--- config.mk ---
export PLATFORM = sky130hd
export DESIGN_NAME = pipe_add_sub
export DESIGN_NICKNAME = d
export VERILOG_FILES = /design/src/rtl/pipe_add_sub_pkg.sv /design/src/rtl/full_adder.sv /design/src/rtl/pipe_add_sub_add_segment.sv /design/src/rtl/pipe_add_sub.sv
export SDC_FILE = /design/constraint.sdc
export NUM_CORES = 1
export LEC_CHECK = 0
export ABC_CLOCK_PERIOD_IN_PS = 3870
export CORE_MARGIN = 1
export CORE_UTILIZATION = 50
export CTS_CLUSTER_SIZE = 30
export DETAILED_ROUTE_END_ITERATION = 6
export PLACE_DENSITY_LB_ADDON = 0.05
export SLEW_MARGIN = 30
export SYNTH_ARGS = -nofsm -noshare
export SYNTH_HDL_FRONTEND = slang
export SYNTH_SLANG_ARGS = --single-unit
--- constraint.sdc ---
create_clock -name clk -period 3.87 [get_ports clk]
set_input_delay 0.774 -clock clk [delete_from_list [all_inputs] [get_ports clk]]
set_output_delay 0.774 -clock clk [all_outputs]
set_load 0.005 [all_outputs]
--- src/rtl/pipe_add_sub_pkg.sv ---
// pipe_add_sub_pkg: shared helpers for the pipelined adder/subtractor.
//   seg_width()  - width of one carry-chain segment (N/SEG)
//   params_ok()  - legality of an (N, SEG) pair, used for an elaboration check
//   max_pos()    - most positive N-bit two's-complement value (saturation)
//   min_neg()    - most negative N-bit two's-complement value (saturation)
// The saturation helpers return MAX_N-bit values; callers size-cast to N.
package pipe_add_sub_pkg;

  localparam int MAX_N = 1024;

  function automatic int seg_width(input int n, input int seg);
    return (seg < 1) ? 1 : n / seg;
  endfunction

  function automatic bit params_ok(input int n, input int seg);
    return (n >= 2) && (n <= MAX_N) && (seg >= 1) && (seg <= n) &&
           ((n % seg) == 0);
  endfunction

  function automatic logic [MAX_N-1:0] max_pos(input int n);
    return (MAX_N'(1) << (n - 1)) - MAX_N'(1);
  endfunction

  function automatic logic [MAX_N-1:0] min_neg(input int n);
    return MAX_N'(1) << (n - 1);
  endfunction

endpackage

--- src/rtl/full_adder.sv ---
// full_adder: single-bit full adder cell.
//   a_i, b_i, ci_i : addend bits and carry-in
//   s_o, co_o      : sum bit and carry-out
module full_adder (
  input  logic a_i,
  input  logic b_i,
  input  logic ci_i,
  output logic s_o,
  output logic co_o
);

  assign s_o  = a_i ^ b_i ^ ci_i;
  assign co_o = (a_i & b_i) | (ci_i & (a_i ^ b_i));

endmodule

--- src/rtl/pipe_add_sub_add_segment.sv ---
// add_segment: W-bit ripple-carry slice built from full_adder cells.
//   a_i, b_i : operand slices (b_i already inverted for subtraction)
//   ci_i     : carry into the slice LSB
//   s_o      : W-bit sum slice
//   co_o     : carry out of the slice MSB
//   cmsb_o   : carry into the slice MSB (signed-overflow tap on the top slice)
module add_segment #(
  parameter int W = 4
) (
  input  logic [W-1:0] a_i,
  input  logic [W-1:0] b_i,
  input  logic         ci_i,
  output logic [W-1:0] s_o,
  output logic         co_o,
  output logic         cmsb_o
);

  logic [W:0] c;

  assign c[0] = ci_i;

  for (genvar i = 0; i < W; i++) begin : g_bit
    full_adder u_fa (
      .a_i  (a_i[i]),
      .b_i  (b_i[i]),
      .ci_i (c[i]),
      .s_o  (s_o[i]),
      .co_o (c[i+1])
    );
  end

  assign co_o   = c[W];
  assign cmsb_o = c[W-1];

endmodule

--- src/rtl/pipe_add_sub.sv ---
// pipe_add_sub: pipelined N-bit adder/subtractor, carry chain split into SEG
// registered segments of W = N/SEG bits. One operand pair per cycle under a
// valid/ready handshake; all stages advance in lockstep on en.
//   clk, rst_n           : clock, asynchronous active-low reset
//   clr                  : synchronous flush of every in-flight operation
//   in_valid / in_ready  : operand handshake (in_ready = en)
//   a, b, sub            : operands; sub=1 computes a + ~b + 1
//   out_valid / out_ready: result handshake
//   sum, carry, ovf      : result, carry out of bit N-1, signed overflow
// Optional feature macro: PIPE_ADD_SUB_SAT_EN clamps sum to the signed range
// on overflow (carry and ovf stay raw).
module pipe_add_sub
  import pipe_add_sub_pkg::*;
#(
  parameter int N   = 16,
  parameter int SEG = 4
) (
  input  logic         clk,
  input  logic         rst_n,
  input  logic         clr,
  input  logic         in_valid,
  output logic         in_ready,
  input  logic [N-1:0] a,
  input  logic [N-1:0] b,
  input  logic         sub,
  output logic         out_valid,
  input  logic         out_ready,
  output logic [N-1:0] sum,
  output logic         carry,
  output logic         ovf
);

  localparam int W = seg_width(N, SEG);

  if (!params_ok(N, SEG)) begin : g_bad_params
    $error("pipe_add_sub: N must be >= 2, 1 <= SEG <= N and N %% SEG == 0");
  end

  logic           en;
  logic [SEG-1:0] vld_q, vld_d;
  logic [SEG-1:0] cy_q;
  logic           ovf_q;
  logic [N-1:0]   a_q   [SEG];
  logic [N-1:0]   bx_q  [SEG];
  logic [N-1:0]   res_q [SEG];

  // Per-stage combinational view: operand/result words entering stage k.
  // Operands are shifted right by W each rank so a stage always adds bits
  // [W-1:0]; results are shifted right and the new slice enters at the top,
  // so after SEG ranks slice 0 has walked down to the LSB.
  logic [N-1:0]   a_st   [SEG];
  logic [N-1:0]   bx_st  [SEG];
  logic [N-1:0]   res_st [SEG];
  logic [N-1:0]   res_d  [SEG];
  logic [W-1:0]   s_st   [SEG];
  logic           cmsb_st[SEG];
  logic [SEG-1:0] cin_st, cout_st;
  logic           ovf_d;
  logic [N-1:0]   sum_d;

  assign en       = !vld_q[SEG-1] || out_ready;
  assign in_ready = en;
  assign vld_d    = (vld_q << 1) | SEG'(in_valid);

  for (genvar k = 0; k < SEG; k++) begin : g_st
    if (k == 0) begin : g_first
      assign a_st[k]   = a;
      assign bx_st[k]  = b ^ {N{sub}};
      assign cin_st[k] = sub;
      assign res_st[k] = '0;
    end else begin : g_next
      assign a_st[k]   = a_q[k-1];
      assign bx_st[k]  = bx_q[k-1];
      assign cin_st[k] = cy_q[k-1];
      assign res_st[k] = res_q[k-1];
    end

    add_segment #(.W(W)) u_seg (
      .a_i    (a_st[k][W-1:0]),
      .b_i    (bx_st[k][W-1:0]),
      .ci_i   (cin_st[k]),
      .s_o    (s_st[k]),
      .co_o   (cout_st[k]),
      .cmsb_o (cmsb_st[k])
    );

    assign res_d[k] = (res_st[k] >> W) | (N'(s_st[k]) << (N - W));
  end

  assign ovf_d = cmsb_st[SEG-1] ^ cout_st[SEG-1];

`ifdef PIPE_ADD_SUB_SAT_EN
  localparam logic [N-1:0] MAX_POS = N'(max_pos(N));
  localparam logic [N-1:0] MIN_NEG = N'(min_neg(N));

  // On overflow both operands share a sign; clamp toward that sign.
  function automatic logic [N-1:0] saturate(input logic [N-1:0] raw,
                                            input logic         o,
                                            input logic         sign);
    if (!o)
      return raw;
    return sign ? MIN_NEG : MAX_POS;
  endfunction

  // a_st[SEG-1][W-1] is original bit N-1 of operand a.
  assign sum_d = saturate(res_d[SEG-1], ovf_d, a_st[SEG-1][W-1]);
`else
  assign sum_d = res_d[SEG-1];
`endif

  // Stage boundary: every rank registers on en; clr only drops valid bits.
  always_ff @(posedge clk or negedge rst_n) begin
    if (!rst_n) begin
      vld_q <= '0;
      cy_q  <= '0;
      ovf_q <= 1'b0;
      for (int k = 0; k < SEG; k++) begin
        a_q[k]   <= '0;
        bx_q[k]  <= '0;
        res_q[k] <= '0;
      end
    end else begin
      if (clr)
        vld_q <= '0;
      else if (en)
        vld_q <= vld_d;
      if (en) begin
        cy_q  <= cout_st;
        ovf_q <= ovf_d;
        for (int k = 0; k < SEG; k++) begin
          a_q[k]   <= a_st[k] >> W;
          bx_q[k]  <= bx_st[k] >> W;
          res_q[k] <= (k == SEG - 1) ? sum_d : res_d[k];
        end
      end
    end
  end

  assign out_valid = vld_q[SEG-1];
  assign sum       = res_q[SEG-1];
  assign carry     = cy_q[SEG-1];
  assign ovf       = ovf_q;

endmodule

==> results of run 1 <==
stage by stage:
step	utilization [%]	hold WS (ns)
after global placement	58.3	0.448
after floorplan	-	0.439
after detailed placement	58.4	0.455
final	60.6	0.450
after global routing	60.6	0.494
after CTS	60.6	0.475
Yosys cell counts:
library cell / number
nor2b_4: 1
o21ai_1: 6
buf_6: 6
nor2_1: 14
clkbuf_1: 2
xnor2_1: 13
a21oi_2: 8
xor2_1: 4
fa_1: 15
buf_2: 1
buf_4: 14
mux2i_1: 1
a21oi_1: 7
o21ai_0: 18
inv_1: 24
nand2_1: 201
inv_2: 1
dfrtp_1: 97
logic make-up after synthesis:
logic type	after synthesis
XOR/XNOR	17
flip-flops	97
AO/OA/AOI/OAI	39
adder cells (fa/ha/maj)	15
multiplexers	1
AND/OR/NAND/NOR	216
buffers and inverters	48
final cells by class:
| class | instances | area (µm²) | area share, % |
|---|---|---|---|
| Inverter | 25 | 95.1 | 1.92 |
| Clock buffer | 12 | 155 | 3.13 |
| Clock inverter | 4 | 27.5 | 0.556 |
| Sequential cell | 97 | 2430 | 49.0 |
| Multi-Input combinational cell | 288 | 1510 | 30.4 |
| Timing Repair Buffer | 62 | 613 | 12.4 |
| Tap cell | 105 | 131 | 2.65 |
worst min path at each step:
stage	startpoint	to	slack [ns]	cells past startpoint
after global placement	sum[0]$_DFFE_PN0P_	sum[0]$_DFFE_PN0P_	0.45	2
after detailed placement	res_q[20]$_DFFE_PN0P_	res_q[20]$_DFFE_PN0P_	0.46	2
after floorplan	a_q[36]$_DFFE_PN0P_	a_q[36]$_DFFE_PN0P_	0.44	2
after CTS	rst_n	vld_q[2]$_DFFE_PN0P_	0.48	1
after global routing	sum[0]$_DFFE_PN0P_	sum[0]$_DFFE_PN0P_	0.49	2
final	rst_n	vld_q[3]$_DFFE_PN0P_	0.45	1
power by group through the flow:
stage               Clock [W]  Sequential (W)  Combinational [W]
finish               0.000603         0.00130           0.000463
detailed placement          0         0.00132           0.000475
global route         0.000661         0.00132           0.000538
global placement            0         0.00131           0.000464
floorplan                   0         0.00130           0.000233
CTS                  0.000622         0.00130           0.000477
per-layer routing:
layer | wire length, µm | vias up | GRT usage (%)
li1 | - | 1405 | -
met1 | 3470 | 1252 | 25.3
met2 | 3090 | 48 | 28.2
met3 | 185 | 9 | 3.16
met4 | 109 | 0 | 8.08
met5 | 0 | - | 0
worst register-to-register path, stage by stage (launching register included):
cell,delay [ns]
dfrtp_1,0.41
fa_1,0.42
inv_1,0.09
fa_1,0.19
inv_1,0.07
fa_1,0.48
inv_1,0.10
fa_1,0.23
xor2_1,0.16
a21oi_1,0.08
registers in the layout, summed over array words and instances (netlist names):
| name | cells |
|---|---|
| a_q | 24 |
| bx_q | 24 |
| cy_q | 4 |
| ovf | 1 |
| res_q | 24 |
| sum | 16 |
| vld_q | 4 |
==> flow_summary.yaml, run 1 <==
clock_tree:
  clockBufferDepth: 2
  post_cts_buffers: 0
  cts-resized-gates: 0
  clockRootBuffer: "clkbuf_8"
  tritoncts: "done"
  hold_buffers: 0
  cts.sinks: 97
  h-tree-depth: 3
  clkLatencyLatePin_ns: 0.35
  path_clk_slew_ns: 0.09
  cts_made_buffers: 9
power_and_ir_drop:
  pwr_density_cell_nw_per_um2: 477
  p_int_w: 0.00173
  swShare_pct: 26.9
  pwr-share-comb_pct: 19.6
  p_leak_nw: 2.39
  p_clk_share_pct: 25.5
  peakVddDrop_mv: 0.192
  pwr-share-seq_pct: 54.9
  power_switching_w: 0.000635
  p_total_w: 0.00236
sta:
  hold_violations: 0
  setup_slack_ns: 1.18
  clock_skew_ns: 0.00887
  relSlewSlack_pct: 46.6
  setup_viol: 0
  period_needed_ns: 2.69
  fin_tns_setup_ns: 0
  slew_viol_final: 0
  post-route-period-util_pct: 69.6
  worst-slew-pin-transition_ns: 0.801
  rsz0062_at_grt: "false"
  max_freq_mhz: 371
synthesis:
  synth_compound_area_share_pct: 5.35
  synth.distinct_cells: 18
  ys_warn_count: 0
  synth_cells: 433
  postSynthAreaPerCell_um2: 9.73
  synth_nets: 486
  synth-seq-cells: 97
  yosys.area.top_type: "dfrtp_1"
  synthMuxAreaShare_pct: 0.238
  synth_top_area_share_pct: 57.6
  synthAdderAreaFrac_pct: 7.13
  syn_area_um2: 4210
  synth_area_leaders: "dfrtp_1 58%, nand2_1 18%, fa_1 7.1%"
  ys_seq_area_share_pct: 57.6
  synth_top_family_by_area: "simple AND/OR/NAND/NOR gates"
  synth_xor_area_share_pct: 3.54
  synthSimpleGateAreaFrac_pct: 19.5
floorplanning:
  core_area_um2: 8180
  initial_utilization_pct: 51.5
  fp.dieW_um: 93.8
  dieArea_um2: 8790
  ios: 58
  std_cell_rows: 33
  die_h_um: 93.8
global_route:
  grt_pass1_vias: 2674
  antenna_found_initial: 0
  grt_max_degree: 111
  grt_use_total_pct: 18.2
  grt_pass1_wl_um: 12300
  gr-total-overflow: 0
critical_path:
  rr_endpoint: "ovf$_DFFE_PN0P_"
  cp-endpoint: "res_q[63]$_DFFE_PN0P_"
  crit_start: "sub"
  cp-end-kind: "flip-flop"
  path_buf_inv: 2
  crit_family: "adder cells"
  max_stage_delay_ns: 0.62
  path_cells: "clkdlybuf4s50_1 -> xnor2_1 -> fa_1 -> fa_1 -> inv_1 -> fa_1 -> nand2_1 -> nand2_1"
  crit_fanout: 3
  crit_slowest_cell: "clkdlybuf4s50_1"
  critPathKind: "primary input to flip-flop"
  required_ns: 4.11
  cp_num_cells: 8
  cpMostUsedCell: "fa_1"
  startpoint_type: "primary input"
  rr_startpoint: "a_q[16]$_DFFE_PN0P_"
  r2r_cells: 9
  crit_arrival_ns: 2.94
  timing.reg2reg.setup_slack_ns: 1.51
placed_design:
  io_buffers: 57
  placed_area_um2: 4770
  dpl_worst_slack_ns: 0.781
  post-place-cells: 577
  dp_hpwl_um: 4370
  place_congestion: 0.721
status:
  status: "finished, final reports clean"
finish:
  fillers: 740
  area_growth_pct: 17.6
  fin_area_um2: 4950
  nets: 536
  instances_no_fill: 593
  layout_common_cells: "201 x nand2_1, 97 x dfrtp_1, 56 x clkdlybuf4s50_1, 24 x inv_1, 18 x o21ai_0"
  final_common_cell: "nand2_1"
  diodes: 0
  drive_gt1_share_pct: 6.35
worst_hold_path:
  hp-class: "primary input to async pin"
drt:
  vias_per_cell: 4.58
  vias: 2714
  antenna_left: 0
  totalWireLength_um: 6860
  avgRoutedWirePerCell_um: 11.6
  drc: 0
  dr.pass1.iters: 4
  drt_iter0_drc: 148
job:
  maxCapViolCount: 0
(Power assumes the default switching activity.)
==> run 2: changes to the inputs <==
--- a/config.mk
+++ b/config.mk
@@ -5,9 +5,9 @@
 export SDC_FILE = /design/constraint.sdc
 export NUM_CORES = 1
 export LEC_CHECK = 0
-export ABC_CLOCK_PERIOD_IN_PS = 3870
+export ABC_CLOCK_PERIOD_IN_PS = 2160
 export CORE_MARGIN = 1
-export CORE_UTILIZATION = 50
+export CORE_UTILIZATION = 49
 export CTS_CLUSTER_SIZE = 30
 export DETAILED_ROUTE_END_ITERATION = 6
 export PLACE_DENSITY_LB_ADDON = 0.05
==> constraint.sdc (replaced) <==
create_clock -name clk -period 2.16 [get_ports clk]
set_input_delay 0.432 -clock clk [delete_from_list [all_inputs] [get_ports clk]]
set_output_delay 0.432 -clock clk [all_outputs]
set_load 0.005 [all_outputs]
==> run 2 against run 1 <==
  * Sequential power grew 79%
  * Combinational power grew 99%
  * Sequential share of layout area shrank 1.8 points
  * Non-clock buffer count grew 15
  * Clock skew grew 0.0018 ns
  * Largest cell class unchanged
  * Critical path type is now flip-flop to flip-flop
  * Via count grew 4.2%
  * Largest power group unchanged
  * Register-to-register slack lost 1.5 ns
  * Core utilization grew 1.7 points
==> flow_summary.yaml, run 2 (synthesized netlist as in run 1, its figures left out) <==
clock_tree:
  clkLatencyLatePin_ns: 0.35
  tritoncts: "done"
  clockBufferDepth: 2
  h-tree-depth: 3
  cts_made_buffers: 9
  cts.sinks: 97
  clockRootBuffer: "clkbuf_8"
  path_clk_slew_ns: 0.09
floorplanning:
  core_area_um2: 8260
  die_h_um: 94.7
  ios: 58
  fp.dieW_um: 94.7
  initial_utilization_pct: 51.0
  std_cell_rows: 33
  dieArea_um2: 8970
finish:
  drive_gt1_share_pct: 13.1
  nets: 551
  diodes: 0
  area_growth_pct: 22.2
  final_common_cell: "nand2_1"
  reg_top3: "a_q: 24 flops, bx_q: 24 flops, res_q: 24 flops"
  layout_common_cells: "201 x nand2_1, 97 x dfrtp_1, 54 x clkdlybuf4s50_1, 18 x o21ai_0, 17 x buf_4"
  fin_util_pct: 62.3
  fin_area_um2: 5140
critical_path:
  r2r_cells: 8
  timing.reg2reg.setup_slack_ns: 0.009
  rr_endpoint: "sum[15]$_DFFE_PN0P_"
  rr_startpoint: "cy_q[2]$_DFFE_PN0P_"
  critPathKind: "flip-flop to flip-flop"
  required_ns: 2.44
  startpoint_type: "flip-flop"
  crit_fanout: 2
  cp-end-kind: "flip-flop"
  crit_arrival_ns: 2.43
global_route:
  grt_pass1_vias: 2697
  grt_pass1_wl_um: 12600
  gr-total-overflow: 0
  grt_max_degree: 111
  antenna_found_initial: 0
  grt_use_total_pct: 18.6
drt:
  vias: 2829
  dr_wl_met2_um: 3330
  highest_layer: "met4"
  drt_iter0_drc: 134
  dr.pass1.iters: 4
  vias_per_cell: 4.66
  antenna_left: 0
  drt-met1-wl_um: 3610
  totalWireLength_um: 7210
  avgRoutedWirePerCell_um: 11.9
  wl_met3_um: 171
  drc: 0
power_and_ir_drop:
  peakVddDrop_mv: 0.360
  p_leak_nw: 2.47
  pwr_density_cell_nw_per_um2: 851
sta:
  clock_skew_ns: 0.0107
  relSlewSlack_pct: 69.5
  setup_viol: 0
  slew_viol_final: 0
  post-route-period-util_pct: 99.6
  setup_slack_ns: 0.00878
  hold_violations: 0
  max_freq_mhz: 465
  rsz0062_at_grt: "true"
  worst-slew-pin-transition_ns: 0.458
  period_needed_ns: 2.15
placed_design:
  dpl_worst_slack_ns: -0.525
  io_buffers: 57
  dp_hpwl_um: 4900
  placed_area_um2: 4910
  place_congestion: 0.715
status:
  status: "finished, final reports clean"
worst_hold_path:
  holdCritStartpoint: "sum[2]$_DFFE_PN0P_"
  hp-class: "flip-flop to flip-flop"
  whs_path_depth: 2
  hold_path_end: "sum[2]$_DFFE_PN0P_"
job:
  maxCapViolCount: 0
-- run 2: changes by cell type in the layout (fill, tap and decap cells not counted), sizes merged, moves of 2 or more --
cell | before | now
buf | 6 | 20
clkbuf | 12 | 10
clkdlybuf4s50 | 56 | 54
clkinvlp | 3 | 1
dlygate4sd2 | 0 | 2
-- run 2: worst max-delay path by stage --
| stage | slack (ns) | cells past startpoint | from | endpoint |
|---|---|---|---|---|
| after global placement | -0.46 | 8 | sub | res_q[63]$_DFFE_PN0P_ |
| final | 0.009 | 8 | cy_q[2]$_DFFE_PN0P_ | sum[15]$_DFFE_PN0P_ |
| after CTS | 0.001 | 8 | cy_q[2]$_DFFE_PN0P_ | sum[15]$_DFFE_PN0P_ |
| after floorplan | -0.05 | 9 | sub | res_q[63]$_DFFE_PN0P_ |
| after global routing | -0.09 | 8 | cy_q[2]$_DFFE_PN0P_ | sum[15]$_DFFE_PN0P_ |
| after detailed placement | -0.52 | 8 | sub | res_q[63]$_DFFE_PN0P_ |
-- run 2: repair_timing --
| item | in CTS | in global routing |
|---|---|---|
| pin swaps | 7 | 0 |
| buffers inserted | 2 | 1 |
| hold endpoints to repair | 21 | 0 |
| resized for setup | 19 | 0 |
| hold buffers | 1 | 0 |
| endpoints found under the setup margin | 6 | 4 |
-- run 2: layout make-up --
class | instances | area [µm²]
clock inverter | 5 | 56.3
timing repair buffer | 77 | 756
multi-input combinational | 288 | 1550
fill | 745 | 3110
clock buffer | 10 | 128
inverter | 25 | 95.1
sequential | 97 | 2430
tap | 105 | 131
-- run 2: per-stage QoR --
step,hold WS [ns],cells,total power [W],TNS [ns]
after floorplan,0.136,433,0.00277,-0.0519
after global placement,0.354,588,0.00325,-1.16
after detailed placement,0.359,588,0.00328,-1.51
after CTS,0.475,606,0.00444,0
after global routing,0.491,607,0.00466,-0.276
final,0.468,607,0.00438,0
-- run 2: critical path: stages, from the launching register on --
cell     delay (ns)
dfrtp_1        0.41
fa_2           0.39
inv_2          0.06
fa_1           0.16
inv_1          0.05
fa_2           0.39
inv_2          0.07
fa_2           0.43
a21oi_2        0.12
-- run 2: where the power goes --
part / switching [W] / leakage, nW / internal, W
sequential: 0.000181 / 1.14 / 0.00215
clock: 0.000596 / 0.0925 / 0.000530
combinational: 0.000392 / 1.24 / 0.000530
total: 0.00117 / 2.47 / 0.00321
-- run 2: layer usage --
layer  global-route usage [%]  up-vias
met3                     3.38        7
met5                        0        -
met4                     8.33        0
li1                         -     1434
met2                     28.2       45
met1                     26.2     1343
==> run 3: changes to the inputs <==
--- a/config.mk
+++ b/config.mk
@@ -6,7 +6,7 @@
 export NUM_CORES = 1
 export LEC_CHECK = 0
 export ABC_CLOCK_PERIOD_IN_PS = 2160
-export CORE_MARGIN = 1
+export CORE_MARGIN = 2
 export CORE_UTILIZATION = 49
 export CTS_CLUSTER_SIZE = 30
 export DETAILED_ROUTE_END_ITERATION = 6
==> run 3 against run 2 <==
  * The flow now finishes with violations (setup timing)
  * Clock-buffer cell count up 1
  * Non-clock buffer count decreased by 3
  * Sequential power hardly changed
  * Global-route usage down 2.2 points
  * Via count shrank 2.2%
  * Final cell count decreased by 0.66%
  * Sequential share of layout area about the same
  * First-iteration DRC count is 5.2% lower
  * Power increased by 3.0%
  * Critical path depth did not move
  * Critical path type unchanged
  * Largest cell class unchanged
==> flow_summary.yaml, run 3 (synthesized netlist as in run 1, its figures left out) <==
finish:
  instances_no_fill: 603
  final_common_cell: "nand2_1"
  diodes: 0
  fillers: 723
  drive_gt1_share_pct: 12.4
  area_growth_pct: 22.3
  fin_area_um2: 5150
  nets: 548
  reg_top3: "a_q: 24 flops, bx_q: 24 flops, res_q: 24 flops"
  fin_util_pct: 62.4
  layout_common_cells: "201 x nand2_1, 97 x dfrtp_1, 54 x clkdlybuf4s50_1, 18 x o21ai_0"
clock_tree:
  h-tree-depth: 3
  clockBufferDepth: 2
  path_clk_slew_ns: 0.09
  tritoncts: "done"
  cts.sinks: 97
  clockRootBuffer: "clkbuf_8"
  clkLatencyLatePin_ns: 0.35
  cts_made_buffers: 9
power_and_ir_drop:
  pwr_density_cell_nw_per_um2: 876
  p_leak_nw: 2.48
  peakVddDrop_mv: 0.396
floorplanning:
  std_cell_rows: 33
  initial_utilization_pct: 51.0
  die_h_um: 96.7
  fp.dieW_um: 96.7
  ios: 58
  dieArea_um2: 9350
  core_area_um2: 8260
worst_hold_path:
  whs_path_depth: 2
  hp-class: "flip-flop to flip-flop"
global_route:
  grt_use_total_pct: 16.4
  grt_pass1_vias: 2688
  gr-total-overflow: 0
  grt_max_degree: 111
  grt_pass1_wl_um: 12500
  antenna_found_initial: 0
drt:
  dr.pass1.iters: 4
  avgRoutedWirePerCell_um: 11.7
  drt_iter0_drc: 127
  vias: 2768
  antenna_left: 0
  drc: 0
  vias_per_cell: 4.59
  totalWireLength_um: 7050
critical_path:
  cp-end-kind: "flip-flop"
  r2r_cells: 8
  startpoint_type: "flip-flop"
  required_ns: 2.44
  crit_fanout: 2
  crit_arrival_ns: 2.44
  critPathKind: "flip-flop to flip-flop"
job:
  maxCapViolCount: 0
placed_design:
  dp_hpwl_um: 4790
  place_congestion: 0.759
  post-place-cells: 587
  placed_area_um2: 4900
  dpl_worst_slack_ns: -0.486
  io_buffers: 57
sta:
  period_needed_ns: 2.16
  worst-slew-pin-transition_ns: 0.459
  clock_skew_ns: 0.0104
  post-route-period-util_pct: 100
  hold_violations: 0
  max_freq_mhz: 463
  whs_ns: 0.468
  slew_viol_final: 0
  rsz0062_at_grt: "true"
  setup_viol: 1
  setup_slack_ns: -0.00195
  relSlewSlack_pct: 69.4
status:
  status: "finished, violations left"
  failed_checks: "setup timing"
-- run 3: cell types whose count changed in the layout (fill, tap and decap cells not counted), moves of 2 or more --
cell      before  now
buf_4         17   14
clkbuf_8       9   11
fa_1           4    6
fa_2          11    9
-- run 3: critical path, cell delays in order, from the launching register on --
cell and delay [ns]:
dfrtp_1 0.41, fa_2 0.39, inv_2 0.06, fa_1 0.16, inv_1 0.05, fa_2 0.38, inv_2 0.07, fa_2 0.43
a21oi_2 0.14
-- run 3: per-layer routing --
metal | up-vias | GRT usage (%) | share of wire (%)
met1 | 1286 | 25.2 | 51
met2 | 50 | 23.7 | 45
met4 | 0 | 4.55 | 0.62
met5 | - | 0 | 0
met3 | 4 | 3.61 | 3.4
li1 | 1428 | - | -
-- run 3: per-stage QoR --
| step | setup TNS, ns | total power, W |
|---|---|---|
| 2_1_floorplan | -0.0519 | 0.00277 |
| 3_3_place_gp | -1.05 | 0.00325 |
| 3_5_place_dp | -1.39 | 0.00328 |
| 4_1_cts | -0.0207 | 0.00457 |
| 5_1_grt | -0.163 | 0.00481 |
| 6_report | -0.00195 | 0.00451 |
-- run 3: layout make-up --
type | instances | area [µm²] | area share (%)
Sequential cell | 97 | 2430 | 47.1
Tap cell | 105 | 131 | 2.55
Multi-Input combinational cell | 288 | 1550 | 30.0
Inverter | 25 | 95.1 | 1.85
Clock inverter | 3 | 65.1 | 1.26
Timing Repair Buffer | 74 | 733 | 14.2
Clock buffer | 11 | 151 | 2.94
-- run 3: final timing paths --
path / slack [ns] / to / from
worst max register to register: -0.002 / sum[15]$_DFFE_PN0P_ / cy_q[2]$_DFFE_PN0P_
worst min register to register: 0.47 / sum[5]$_DFFE_PN0P_ / sum[5]$_DFFE_PN0P_
max in group asynchronous: 0.94 / sum[10]$_DFFE_PN0P_ / rst_n
worst min-delay path: 0.47 / sum[5]$_DFFE_PN0P_ / sum[5]$_DFFE_PN0P_
min in group asynchronous: 0.54 / res_q[27]$_DFFE_PN0P_ / rst_n
worst max-delay path: -0.002 / sum[15]$_DFFE_PN0P_ / cy_q[2]$_DFFE_PN0P_
-- run 3: repair_timing --
item,CTS,global route
hold buffers,1,0
setup endpoints to repair,6,5
hold endpoints to repair,3,0
buffers inserted,0,1
resized for setup,14,4
pin swaps,5,2
-- run 3: power by group --
part | switching, W | internal, W
sequential | 0.000177 | 0.00215
combinational | 0.000387 | 0.000521
clock | 0.000573 | 0.000702
